--- src/rtl/rst_seq_synch_if.sv ---
`default_nettype none
// ============================================================================
//  Module      : rst_seq_synch_if
//  Description : Software-request and sequenced-reset bundle for the reset
//                synchroniser/sequencer.
//                  sw_rst_req - synchronous software reset request (to block)
//                  rst_n_out  - sequenced active-low resets, bit 0 first
//                  rst_done   - all rst_n_out bits released
//                  sw_cause   - 1 = last reset was software-initiated
//                The master modport belongs to the requester and consumers.
//                The slave modport belongs to the sequencer.
//  Revision    : 1.0 - initial release
// ============================================================================
interface rst_seq_synch_if #(
  parameter int NUM_OUT = 3
);
  logic               sw_rst_req;
  logic [NUM_OUT-1:0] rst_n_out;
  logic               rst_done;
  logic               sw_cause;

  modport master (
    output sw_rst_req,
    input  rst_n_out,
    input  rst_done,
    input  sw_cause
  );

  modport slave (
    input  sw_rst_req,
    output rst_n_out,
    output rst_done,
    output sw_cause
  );
endinterface
`default_nettype wire

--- src/rtl/rst_seq_synch.sv ---
`default_nettype none
// ============================================================================
//  Module      : rst_seq_synch
//  Description : Reset synchroniser and sequencer. The asynchronous board
//                reset RST_n is asserted asynchronously. Its deassertion is
//                synchronised through a SYNC_STAGES flop chain. The block then
//                holds reset for HOLD_CYCLES edges and releases NUM_OUT reset
//                outputs one at a time, STAGGER edges apart. A synchronous
//                software request restarts the sequence and records the cause.
//  Ports       : clk        - clock; the active edge is selected by NEG_EDGE
//                RST_n      - board reset, asynchronous, active-low
//                bus        - slave side of rst_seq_synch_if
//                             (sw_rst_req, rst_n_out, rst_done, sw_cause)
//  Revision    : 1.0 - initial release
// ============================================================================
module rst_seq_synch #(
  parameter int SYNC_STAGES = 2,
  parameter int NUM_OUT     = 3,
  parameter int HOLD_CYCLES = 16,
  parameter int STAGGER     = 4,
  parameter bit NEG_EDGE    = 1'b1
) (
  input  wire logic       clk,
  input  wire logic       RST_n,
  rst_seq_synch_if.slave  bus
);

  localparam int c_MAX_CNT = (HOLD_CYCLES > STAGGER) ? HOLD_CYCLES : STAGGER;
  localparam int c_CW      = $clog2(c_MAX_CNT) + 1;

  localparam logic [c_CW-1:0] c_HOLD_LAST = c_CW'(HOLD_CYCLES - 1);
  localparam logic [c_CW-1:0] c_STAG_LAST = c_CW'(STAGGER - 1);
  localparam logic [c_CW-1:0] c_CNT_ONE   = c_CW'(1);

  typedef enum logic [1:0] {
    HOLD    = 2'd0,
    RELEASE = 2'd1,
    DONE    = 2'd2
  } state_t;

  // Every flop of the block lives in this record. Its all-zero value is the
  // pin-reset state, with the FSM in HOLD.
  typedef struct packed {
    logic [SYNC_STAGES-1:0] sync;
    state_t                 state;
    logic [c_CW-1:0]        cnt;
    logic [NUM_OUT-1:0]     rst_n;
    logic                   done;
    logic                   cause;
    logic                   pend;   // software request seen, not yet dropped
  } seq_t;

  seq_t               r_q;
  seq_t               w_d;
  logic               w_sync_q;
  logic [NUM_OUT-1:0] w_rel_next;

  assign w_sync_q = r_q.sync[SYNC_STAGES-1];

  // The released bits form a thermometer code. Shifting in a 1 releases the
  // next bit in order.
  generate
    if (NUM_OUT > 1) begin : g_shift_multi
      assign w_rel_next = {r_q.rst_n[NUM_OUT-2:0], 1'b1};
    end else begin : g_shift_single
      assign w_rel_next = 1'b1;
    end
  endgenerate

  always_comb begin
    w_d      = r_q;
    w_d.sync = {r_q.sync[SYNC_STAGES-2:0], 1'b1};

    if (w_sync_q && bus.sw_rst_req) begin
      // A software request wins over any release scheduled on this edge.
      w_d.state = HOLD;
      w_d.cnt   = '0;
      w_d.rst_n = '0;
      w_d.done  = 1'b0;
      w_d.cause = 1'b1;
      w_d.pend  = 1'b1;
    end else begin
      case (r_q.state)
        HOLD: begin
          if (r_q.pend) begin
            // This is the first edge with the request dropped. The count
            // starts on the following edge, so the software hold matches the
            // power-on hold measured from sync_q rising.
            w_d.pend = 1'b0;
          end else if (w_sync_q) begin
            if (r_q.cnt == c_HOLD_LAST) begin
              w_d.rst_n = w_rel_next;
              w_d.cnt   = '0;
              w_d.state = w_rel_next[NUM_OUT-1] ? DONE : RELEASE;
              w_d.done  = w_rel_next[NUM_OUT-1];
            end else begin
              w_d.cnt = r_q.cnt + c_CNT_ONE;
            end
          end
        end
        RELEASE: begin
          if (r_q.cnt == c_STAG_LAST) begin
            w_d.rst_n = w_rel_next;
            w_d.cnt   = '0;
            w_d.state = w_rel_next[NUM_OUT-1] ? DONE : RELEASE;
            w_d.done  = w_rel_next[NUM_OUT-1];
          end else begin
            w_d.cnt = r_q.cnt + c_CNT_ONE;
          end
        end
        DONE: begin
          w_d.done = 1'b1;
        end
        default: begin
          w_d.state = HOLD;
          w_d.cnt   = '0;
        end
      endcase
    end
  end

  // Only the clock edge differs between the two variants. All outputs are
  // taken straight from these flops.
  generate
    if (NEG_EDGE) begin : g_negedge
      always_ff @(negedge clk or negedge RST_n) begin
        if (!RST_n) r_q <= '0;
        else        r_q <= w_d;
      end
    end else begin : g_posedge
      always_ff @(posedge clk or negedge RST_n) begin
        if (!RST_n) r_q <= '0;
        else        r_q <= w_d;
      end
    end
  endgenerate

  assign bus.rst_n_out = r_q.rst_n;
  assign bus.rst_done  = r_q.done;
  assign bus.sw_cause  = r_q.cause;

endmodule
`default_nettype wire

--- src/flat_wrapper.sv ---
// flat-port wrapper written by rule: the top's interface ports become plain ports
module rst_seq_synch_flat 
#(
  parameter int SYNC_STAGES = 2,
  parameter int NUM_OUT     = 3,
  parameter int HOLD_CYCLES = 16,
  parameter int STAGGER     = 4,
  parameter bit NEG_EDGE    = 1'b1
)
  (clk, RST_n, bus_sw_rst_req, bus_rst_n_out, bus_rst_done, bus_sw_cause);
  rst_seq_synch_if #(.NUM_OUT(NUM_OUT)) bus_i ();
  input  wire logic clk;
  input  wire logic RST_n;
  input wire logic [$bits(bus_i.sw_rst_req)-1:0] bus_sw_rst_req;
  output wire logic [$bits(bus_i.rst_n_out)-1:0] bus_rst_n_out;
  output wire logic [$bits(bus_i.rst_done)-1:0] bus_rst_done;
  output wire logic [$bits(bus_i.sw_cause)-1:0] bus_sw_cause;
  assign bus_i.sw_rst_req = bus_sw_rst_req;
  assign bus_rst_n_out = bus_i.rst_n_out;
  assign bus_rst_done = bus_i.rst_done;
  assign bus_sw_cause = bus_i.sw_cause;
  rst_seq_synch #(.SYNC_STAGES(SYNC_STAGES), .NUM_OUT(NUM_OUT), .HOLD_CYCLES(HOLD_CYCLES), .STAGGER(STAGGER), .NEG_EDGE(NEG_EDGE)) u_core (.clk(clk), .RST_n(RST_n), .bus(bus_i));
endmodule
--- config.mk ---
export PLATFORM = sky130hd
export DESIGN_NAME = rst_seq_synch_flat
export DESIGN_NICKNAME = d
export VERILOG_FILES = /design/src/rtl/rst_seq_synch_if.sv /design/src/rtl/rst_seq_synch.sv /design/src/flat_wrapper.sv
export SDC_FILE = /design/constraint.sdc
export NUM_CORES = 1
export LEC_CHECK = 0
export BUFFER_PORTS_ARGS = -buffer_cell sky130_fd_sc_hd__clkbuf_2
export CORE_MARGIN = 2
export CORE_UTILIZATION = 41
export CTS_BUF_LIST = sky130_fd_sc_hd__clkbuf_8
export CTS_CLUSTER_DIAMETER = 100
export CTS_CLUSTER_SIZE = 30
export DETAILED_ROUTE_END_ITERATION = 10
export HOLD_SLACK_MARGIN = 0.05
export PLACE_DENSITY = 0.64
export SYNTH_ARGS = -nofsm -noshare
export SYNTH_HDL_FRONTEND = slang
export SYNTH_SLANG_ARGS = --single-unit
--- constraint.sdc ---
create_clock -name clk -period 3.8 [get_ports clk]
set_input_delay 0.57 -clock clk [delete_from_list [all_inputs] [get_ports clk]]
set_output_delay 0.57 -clock clk [all_outputs]
set_load 0.005 [all_outputs]
**Yosys cells after proc, flatten, opt, wreduce, memory -nomap -nowiden**

Cells that the tools add are included.

- Bits in registers: 15
- Latch bits: 0
- RAM bits: 0
- ROM bits: 0
- Input port bits: 3
- Output and inout bits: 5
- Logic and storage cells: 41
- Memories: 0

- Add/sub/neg operators: 1
- Multipliers: 0
- Div/mod/pow operators: 0
- Order comparisons: 0
- Eq/ne operators: 9
- Shift operators: 0
- Mux-type cells: 15
- Bitwise gates (word level): 0
- Reductions and logical operators: 9

Operator list:

| operator | number |
|---|---|
| 11-bit two-way mux | 3 |
| 7-bit case mux with 3 select lines | 1 |
| 5-bit AND reduction | 3 |
| 5-bit two-way mux | 2 |
| 3-bit by 1-bit != test with 1-bit output, second input constant | 3 |
| 4-bit two-way mux | 2 |
| 2-bit two-way mux | 3 |
| 3-bit case mux with 2 select lines | 1 |
| 5-bit by 1-bit adder with 5-bit output, second input constant | 1 |
| 5-bit by 2-bit equality test with 1-bit output, second input constant | 1 |
| 5-bit by 4-bit equality test with 1-bit output, second input constant | 1 |
| 4-bit nonzero test | 1 |
| 3-bit != test, second input constant | 1 |
| 1-bit case mux with 3 select lines | 1 |
| 3-bit AND reduction | 1 |
| 3-bit nonzero test | 1 |
| 2-bit by 1-bit equality test with 1-bit output, second input constant | 1 |
| 2-bit equality test, second input constant | 1 |
| 2-bit zero test | 1 |
| 1-bit two-way mux | 2 |
| 2-bit by 1-bit != test with 1-bit output, second input constant | 1 |
| 2-bit nonzero test | 1 |
| 1-bit logical AND | 1 |

**Longest topological paths before layout**

Gate-level depths: netlist (run 1).

- Word-level depth: 6
- Depth in mapped cells: 8
- Depth with buffers taken out: 8

==> impl_metrics.py, run 1 <==
metrics = {
    "status": {
        "outcome": "finished, final reports clean",
    },
    "synth": {
        "synth_top_area_cell": "dfrtn_1",
        "synth-seq-area-share_pct": 47.9,
        "syn_area_sq_um": 783,
        "synth.avg_cell_area_sq_um": 10.4,
        "ys_types": 35,
        "synth-edff-count": 0,
        "ys.flop_type": "dfrtn_1",
        "synth_top_cell_area_share_pct": 47.9,
        "syn-num-nets": 81,
        "ys_top_cells_by_count": "dfrtn_1 (15), nand2_1 (9), inv_1 (4)",
        "synth.ff_latch_count": 15,
        "syn_inst": 75,
        "synth_most_common_cell": "dfrtn_1",
        "yosysWarnings": 0,
        "ys_top_cells_by_area": "dfrtn_1 (48%), ha_1 (4.8%), nand2_1 (4.3%)",
        "async_flop_share_pct": 100,
    },
    "place": {
        "place_inst": 103,
        "dp_slack_ns": 0.385,
        "place_hpwl_um": 1010,
        "globalplace.congestion": 0.757,
        "io_buffers": 7,
    },
    "final_layout": {
        "syn2layout_area_growth_pct": 11.2,
        "final_nets": 89,
        "drive_gt1_share_pct": 22.0,
        "finalNonFillerCells": 107,
        "num_antenna_cells": 0,
    },
    "die": {
        "die_y_um": 47.7,
        "start_util_pct": 44.4,
        "num_rows": 15,
        "die_w_um": 47.7,
        "ios": 8,
        "core_area_sq_um": 1760,
        "dieArea_sq_um": 2280,
    },
    "min_path": {
        "holdPathEnd": "u_core.r_q[14]",
        "min_path_type": "flop to flop",
        "whs_path_depth": 0,
        "worst_hold_startpoint": "u_core.r_q[13]",
    },
    "setup_path": {
        "r2r_slack_ns": 1.86,
        "crit-reg2reg-launch": "u_core.r_q[6]",
        "crit_path_end_kind": "output pin",
        "arrival_ns": 2.73,
        "cp.depth": 1,
        "worst-path-buf-inv": 1,
        "worstSetupPathType": "flop to output pin",
        "r2r_cells": 7,
        "crit_required_ns": 3.23,
        "start_kind": "flop",
        "max_stage_delay_ns": 0.44,
        "r2r-end": "u_core.r_q[6]",
        "critPathSlowestCell": "dfrtn_1",
        "worstPathCellList": "clkbuf_2",
        "path_max_fanout": 4,
        "path_delay_family": "flip-flops",
    },
    "power_and_ir_drop": {
        "powerDensity_nw_per_um2": 401,
        "vdd_drop_max_uv": 260,
        "p_leak_nw": 0.407,
        "power_uw": 349,
        "power_switching_share_pct": 24.0,
        "power.switching_uw": 83.9,
        "power_frac_seq_pct": 53.3,
        "p_clk_share_pct": 35.1,
        "p_int_uw": 265,
        "p_comb_share_pct": 11.6,
    },
    "route": {
        "wl_met2_um": 676,
        "drc": 0,
        "dr_total_vias": 584,
        "drt_iter0_markers": 12,
        "highest_layer": "met4",
        "drt-met1-wl_um": 577,
        "totalWireLength_um": 1330,
        "drt-vias-per-instance": 5.46,
        "dr_wl_met3_um": 59,
        "first_pass_iters": 4,
        "wire_per_inst_um": 12.4,
        "final_antenna_net_count": 0,
    },
    "timing": {
        "finalSetupViolations": 0,
        "setup_tns_ns": 0,
        "maxSlewViolCount": 0,
        "timing.final.hold_violations": 0,
        "setup_slack_ns": 0.502,
        "tightest_slew_ns": 0.549,
        "rsz0062_at_grt": "false",
        "skew_ns": 0.00127,
        "slew_headroom_pct": 62.5,
    },
    "cts": {
        "clk_latency_ns": 0.26,
        "cts_setup_buffers": 0,
        "ctsHoldBuffers": 0,
        "cts_root_buf": "clkbuf_8",
        "cts_resized": 0,
        "h-tree-depth": 1,
        "numClockSinks": 15,
        "clk_pin_slew_ns": 0.04,
        "cts.path.max_buffers": 2,
        "tritoncts": "yes",
        "cts_buffers": 3,
    },
    "global_route": {
        "grt_max_degree": 16,
        "grtUsageTotal_pct": 14.7,
        "grt_overflow": 0,
        "grt_antenna_before_repair": 0,
        "grt_pass1_vias": 523,
        "grt_pass1_wl_um": 2240,
    },
    "flow_run": {
        "drv_cap": 0,
    },
}
## cell usage in the layout, fill, tap and decap left out
cell type	synthesis	routed
a2bb2oi_2	1	1
o32a_1	1	1
a31oi_1	1	1
buf_4	3	1
and2b_2	2	2
dfrtn_1	15	15
nand3_1	3	3
or4_1	1	1
clkbuf_2	0	7
mux2_2	1	1
or3b_2	1	1
o31ai_1	2	2
a32oi_1	1	1
a2111oi_0	1	1
ha_1	3	3
mux2i_1	3	3
o21ai_1	1	1
or4b_4	1	1
nand2_1	9	9
nand2b_1	1	1
a22o_1	1	1
and3_1	1	1
o21a_1	1	1
nor3b_2	1	1
o21bai_1	1	1
clkbuf_8	0	3
o211ai_1	1	1
conb_1	1	1
or3_1	1	1
and2_1	1	1
nor2_1	3	3
a21oi_1	3	3
o21ai_0	2	2
o32ai_1	1	1
inv_1	4	5
## cells by family after synthesis
group | Yosys count | synth area share, %
AND/OR/NAND/NOR | 25 | 18.5
AO/OA/AOI/OAI | 18 | 17.1
flip-flops | 15 | 47.9
buffers and inverters | 9 | 5.91
multiplexers | 4 | 5.27
adder cells (fa/ha/maj) | 3 | 4.79
other | 1 | 0.479
## final cells by class
class | instances | area (sq um)
Clock inverter | 1 | 3.75
Timing Repair Buffer | 8 | 42.5
Inverter | 4 | 15.0
Sequential cell | 15 | 375
Multi-Input combinational cell | 51 | 362
Tap cell | 25 | 31.3
Fill cell | 171 | 893
Clock buffer | 3 | 41.3
## state kept, by name, summed over array words and instances, names as in the netlist
name and flops:
u_core.bus.rst_done 1, u_core.bus.rst_n_out 3, u_core.bus.sw_cause 1, u_core.r_q 10
## metrics by stage
stage	hold WS (ns)	instance area (sq um)	utilization, %
CTS	0.301	871	49.4
detailed placement	0.301	826	46.8
global placement	0.296	826	46.8
floorplan	0.292	783	-
global route	0.302	871	49.4
finish	0.298	871	49.4
## power groups by stage
stage | clock [mW] | sequential [mW] | combinational, mW
after CTS | 0.128 | 0.186 | 0.0407
after global placement | 0 | 0.188 | 0.0395
final | 0.123 | 0.186 | 0.0404
after global routing | 0.136 | 0.188 | 0.0450
after detailed placement | 0 | 0.189 | 0.0404
after floorplan | 0 | 0.185 | 0.0310
## routing by layer
metal  vias to the layer above  global-route usage, %
met3                         2                   3.40
met4                         0                   9.73
met2                        10                   22.1
met5                         -                      0
li1                        285                      -
met1                       287                   18.7
## worst max-delay path by stage
stage                                        from               end
after floorplan                    bus_sw_rst_req     u_core.r_q[9]
after global placement             bus_sw_rst_req     u_core.r_q[6]
after detailed placement           bus_sw_rst_req     u_core.r_q[6]
after CTS                 u_core.bus.rst_n_out[1]  bus_rst_n_out[1]
after global routing      u_core.bus.rst_n_out[1]  bus_rst_n_out[1]
final                     u_core.bus.rst_n_out[1]  bus_rst_n_out[1]
Power figures use the tool's default switching activity.
==> run 2, diff against run 1 <==
--- a/config.mk
+++ b/config.mk
@@ -8,7 +8,6 @@
 export BUFFER_PORTS_ARGS = -buffer_cell sky130_fd_sc_hd__clkbuf_2
 export CORE_MARGIN = 2
 export CORE_UTILIZATION = 41
-export CTS_BUF_LIST = sky130_fd_sc_hd__clkbuf_8
 export CTS_CLUSTER_DIAMETER = 100
 export CTS_CLUSTER_SIZE = 30
 export DETAILED_ROUTE_END_ITERATION = 10
==> impl_metrics.py, run 2 (synthesized netlist as in run 1, its figures left out) <==
metrics = {
    "status": {
        "outcome": "finished, final reports clean",
    },
    "global_route": {
        "grt_pass1_wl_um": 2280,
        "grt_antenna_before_repair": 0,
        "grt_pass1_vias": 527,
        "grt_overflow": 0,
        "grtUsageTotal_pct": 14.8,
        "grt_max_degree": 16,
    },
    "power_and_ir_drop": {
        "p_int_uw": 235,
        "power.switching_uw": 82.3,
        "powerDensity_nw_per_um2": 372,
        "p_clk_share_pct": 28.5,
        "p_leak_nw": 0.395,
        "power_frac_seq_pct": 58.7,
        "vdd_drop_max_uv": 266,
        "p_comb_share_pct": 12.8,
        "power_switching_share_pct": 26.0,
    },
    "cts": {
        "h-tree-depth": 1,
        "cts_setup_buffers": 0,
        "tritoncts": "yes",
        "cts_buffers": 3,
        "clk_latency_ns": 0.28,
        "numClockSinks": 15,
        "cts_resized": 0,
        "cts.path.max_buffers": 2,
        "cts_root_buf": "clkbuf_4",
        "clk_pin_slew_ns": 0.06,
        "ctsHoldBuffers": 0,
    },
    "route": {
        "drt-vias-per-instance": 5.49,
        "first_pass_iters": 4,
        "wire_per_inst_um": 12.7,
        "dr_total_vias": 587,
        "drt_iter0_markers": 10,
        "drc": 0,
        "final_antenna_net_count": 0,
        "totalWireLength_um": 1360,
    },
    "final_layout": {
        "final_nets": 89,
        "regMostFlops": "u_core.r_q",
        "drive_gt1_share_pct": 22.0,
        "largest_reg_flops": 10,
        "layout_common_cells": "dfrtn_1 (15), nand2_1 (9), clkbuf_2 (7)",
        "final_core_util_pct": 48.3,
        "nFillCells": 176,
        "final_common_cell": "dfrtn_1",
        "syn2layout_area_growth_pct": 8.79,
        "num_antenna_cells": 0,
    },
    "setup_path": {
        "crit-reg2reg-launch": "u_core.r_q[6]",
        "path_max_fanout": 4,
        "worst-path-buf-inv": 1,
        "path_delay_family": "flip-flops",
        "max_stage_delay_ns": 0.45,
        "crit_required_ns": 3.23,
        "critPathSlowestCell": "dfrtn_1",
        "crit_path_end_kind": "output pin",
        "worstPathCellList": "clkbuf_2",
        "startpoint": "u_core.bus.rst_n_out[1]",
        "arrival_ns": 2.76,
        "start_kind": "flop",
        "worstSetupPathType": "flop to output pin",
    },
    "timing": {
        "finalSetupViolations": 0,
        "slew_headroom_pct": 61.3,
        "maxSlewViolCount": 0,
        "rsz0062_at_grt": "false",
        "tightest_slew_ns": 0.566,
        "timing.final.hold_violations": 0,
        "skew_ns": 0.000614,
        "setup_tns_ns": 0,
    },
    "die": {
        "core_area_sq_um": 1760,
        "die_w_um": 47.7,
        "num_rows": 15,
        "die_y_um": 47.7,
        "start_util_pct": 44.4,
        "dieArea_sq_um": 2280,
        "ios": 8,
    },
    "min_path": {
        "worst_hold_startpoint": "u_core.r_q[13]",
        "min_path_type": "flop to flop",
    },
    "flow_run": {
        "drv_cap": 0,
    },
    "place": {
        "globalplace.congestion": 0.757,
        "io_buffers": 7,
        "place_hpwl_um": 1010,
    },
}
-- run 2: cell types whose count changed in the layout (fill, tap and decap cells not counted) --
cell | before | now
inv_1 | 5 | 4
clkbuf_8 | 3 | 0
clkbuf_4 | 0 | 3
clkbuf_1 | 0 | 1
-- run 2: worst register-to-register path, cell delays in order (launching register included) --
cell and delay (ns):
dfrtn_1 0.37, ha_1 0.25, nand3_1 0.12, inv_1 0.05, ha_1 0.18, and2b_2 0.23, a2111oi_0 0.55, mux2_2 0.26
-- run 2: layer usage --
metal / up-vias / GRT usage [%] / share of wire (%)
li1: 285 / - / -
met1: 287 / 19.2 / 45
met2: 11 / 22.7 / 49
met3: 4 / 3.40 / 3.3
met4: 0 / 8.11 / 2.3
met5: - / 0 / 0
-- run 2: cell type report --
type / count / area (sq um) / area share [%]
multi-input combinational: 51 / 362 / 42.4
clock buffer: 4 / 26.3 / 3.08
tap: 25 / 31.3 / 3.67
timing repair buffer: 8 / 42.5 / 4.99
inverter: 4 / 15.0 / 1.76
sequential: 15 / 375 / 44.1
-- run 2: path summary, 6_finish.rpt --
path | to | slack [ns] | cells past startpoint
max | bus_rst_n_out[1] | 0.47 | 1
min | u_core.r_q[14] | 0.30 | 0
max reg2reg | u_core.r_q[6] | 1.84 | 7
min reg2reg | u_core.r_q[14] | 0.30 | 0
max in group asynchronous | u_core.r_q[7] | 1.54 | 1
min in group asynchronous | u_core.bus.rst_n_out[0] | 1.97 | 1
-- run 2: stage by stage --
step / area, sq um / power (mW) / hold WS (ns) / cells / setup WS (ns)
2_1_floorplan: 783 / 0.216 / 0.292 / 75 / 0.575
3_3_place_gp: 826 / 0.228 / 0.296 / 103 / 0.415
3_5_place_dp: 826 / 0.229 / 0.301 / 103 / 0.385
4_1_cts: 852 / 0.318 / 0.301 / 107 / 0.466
5_1_grt: 852 / 0.333 / 0.303 / 107 / 0.426
6_report: 852 / 0.317 / 0.297 / 107 / 0.466
-- run 2: power by group through the flow --
| stage | clock network [mW] | registers (mW) | logic (mW) |
|---|---|---|---|
| final | 0.0902 | 0.186 | 0.0406 |
| after global routing | 0.100 | 0.188 | 0.0451 |
| after CTS | 0.0916 | 0.186 | 0.0408 |
| after detailed placement | 0 | 0.189 | 0.0404 |
| after global placement | 0 | 0.188 | 0.0395 |
| after floorplan | 0 | 0.185 | 0.0310 |
==> run 3, diff against run 2 <==
--- a/config.mk
+++ b/config.mk
@@ -6,6 +6,7 @@
 export NUM_CORES = 1
 export LEC_CHECK = 0
 export BUFFER_PORTS_ARGS = -buffer_cell sky130_fd_sc_hd__clkbuf_2
+export CAP_MARGIN = 10
 export CORE_MARGIN = 2
 export CORE_UTILIZATION = 41
 export CTS_CLUSTER_DIAMETER = 100
==> constraint.sdc (replaced) <==
create_clock -name clk -period 4.16 [get_ports clk]
set_input_delay 0.624 -clock clk [delete_from_list [all_inputs] [get_ports clk]]
set_output_delay 0.624 -clock clk [all_outputs]
set_load 0.1 [all_outputs]
==> impl_metrics.py, run 3 (synthesized netlist as in run 1, its figures left out) <==
metrics = {
    "status": {
        "outcome": "finished, final reports clean",
    },
    "power_and_ir_drop": {
        "p_leak_nw": 0.390,
        "p_int_uw": 214,
        "p_clk_share_pct": 27.9,
        "power.switching_uw": 75.6,
        "vdd_drop_max_uv": 217,
        "p_comb_share_pct": 13.2,
        "power_switching_share_pct": 26.1,
        "power_frac_seq_pct": 58.9,
        "powerDensity_nw_per_um2": 342,
        "power_uw": 289,
    },
    "die": {
        "num_rows": 15,
        "die_y_um": 47.7,
        "start_util_pct": 44.4,
        "die_w_um": 47.7,
        "core_area_sq_um": 1760,
        "dieArea_sq_um": 2280,
        "ios": 8,
    },
    "place": {
        "io_buffers": 7,
        "place_hpwl_um": 1020,
        "globalplace.congestion": 0.752,
        "dp_slack_ns": 0.367,
        "postPlaceCellArea_sq_um": 818,
    },
    "timing": {
        "timing.final.hold_violations": 0,
        "whs_ns": 0.298,
        "finalSetupViolations": 0,
        "slew_headroom_pct": 59.9,
        "skew_ns": 0.00243,
        "maxSlewViolCount": 0,
        "rsz0062_at_grt": "false",
        "setup_slack_ns": 0.242,
        "tightest_slew_ns": 0.586,
        "setup_tns_ns": 0,
    },
    "route": {
        "drt-vias-per-instance": 5.41,
        "final_antenna_net_count": 0,
        "drt_iter0_markers": 9,
        "drc": 0,
        "totalWireLength_um": 1380,
        "wire_per_inst_um": 13.0,
        "highest_layer": "met3",
        "wl_met2_um": 699,
        "first_pass_iters": 4,
        "dr_wl_met3_um": 41,
        "drt-met1-wl_um": 641,
        "dr_total_vias": 573,
    },
    "cts": {
        "ctsHoldBuffers": 0,
        "clk_pin_slew_ns": 0.06,
        "cts_setup_buffers": 0,
        "tritoncts": "yes",
        "h-tree-depth": 1,
        "cts_resized": 0,
        "cts_root_buf": "clkbuf_4",
        "cts_buffers": 3,
        "clk_latency_ns": 0.28,
        "cts.path.max_buffers": 2,
        "numClockSinks": 15,
    },
    "setup_path": {
        "critPathSlowestCell": "clkbuf_2",
        "arrival_ns": 3.29,
        "crit_path_end_kind": "output pin",
        "start_kind": "flop",
        "max_stage_delay_ns": 0.48,
        "worst-path-buf-inv": 1,
        "worstSetupPathType": "flop to output pin",
        "path_delay_family": "buffers and inverters",
        "crit_required_ns": 3.54,
        "worstPathCellList": "clkbuf_2",
        "path_max_fanout": 4,
    },
    "global_route": {
        "grt_antenna_before_repair": 0,
        "grt_overflow": 0,
        "grtUsageTotal_pct": 15.0,
        "grt_pass1_wl_um": 2390,
        "grt_max_degree": 16,
        "grt_pass1_vias": 574,
    },
    "final_layout": {
        "largest_reg_flops": 10,
        "final_nets": 88,
        "drive_gt1_share_pct": 21.0,
        "syn2layout_area_growth_pct": 7.83,
        "nFillCells": 168,
        "regMostFlops": "u_core.r_q",
        "layout_common_cells": "dfrtn_1 (15), nand2_1 (9), clkbuf_2 (7)",
        "final_common_cell": "dfrtn_1",
        "num_antenna_cells": 0,
        "final_area_sq_um": 845,
    },
    "flow_run": {
        "drv_cap": 0,
    },
    "min_path": {
        "min_path_type": "flop to flop",
    },
}
-- run 3: cell types whose count changed in the layout (fill, tap and decap cells not counted) --
cell	delta
buf_4	-1
-- run 3: worst register-to-register path: cells and delay by family (launching register included) --
| family | cells | cell delay (ns) |
|---|---|---|
| buf+inv | 1 | 0.05 |
| compound gates | 1 | 0.57 |
| mux | 1 | 0.27 |
| flops | 1 | 0.38 |
| fa+ha+maj | 2 | 0.43 |
| simple gates | 2 | 0.34 |
-- run 3: layer usage --
layer	vias up	global-route usage, %
met5	-	0
met4	0	7.03
met3	0	3.40
met2	6	21.1
met1	286	21.9
li1	281	-
-- run 3: layout make-up --
class	count	area, sq um	area share (%)
inverter	4	15.0	1.78
tap	25	31.3	3.70
sequential	15	375	44.4
clock buffer	4	26.3	3.11
timing repair buffer	7	35.0	4.15
multi-input combinational	51	362	42.8
-- run 3: power groups by stage --
stage | logic, mW | clock network (mW) | registers [mW]
floorplan | 0.0304 | 0 | 0.169
global placement | 0.0377 | 0 | 0.172
detailed placement | 0.0386 | 0 | 0.173
CTS | 0.0388 | 0.0846 | 0.170
global route | 0.0438 | 0.0919 | 0.172
finish | 0.0383 | 0.0806 | 0.170
-- run 3: final timing paths --
check                      cells past startpoint  slack (ns)               startpoint                       to
setup / recovery                               1        0.24  u_core.bus.rst_n_out[1]         bus_rst_n_out[1]
hold / removal                                 0        0.30           u_core.r_q[13]           u_core.r_q[14]
setup reg to reg                               7        2.16            u_core.r_q[6]            u_core.r_q[6]
hold reg to reg                                0        0.30           u_core.r_q[13]           u_core.r_q[14]
max in group asynchronous                      1        1.65                    RST_n            u_core.r_q[7]
min in group asynchronous                      1        2.21                    RST_n  u_core.bus.rst_n_out[0]
-- run 3: per-stage QoR --
stage,util [%],instances
global placement,46.4,102
global route,47.9,106
CTS,47.9,106
floorplan,-,75
finish,47.9,106
detailed placement,46.4,102
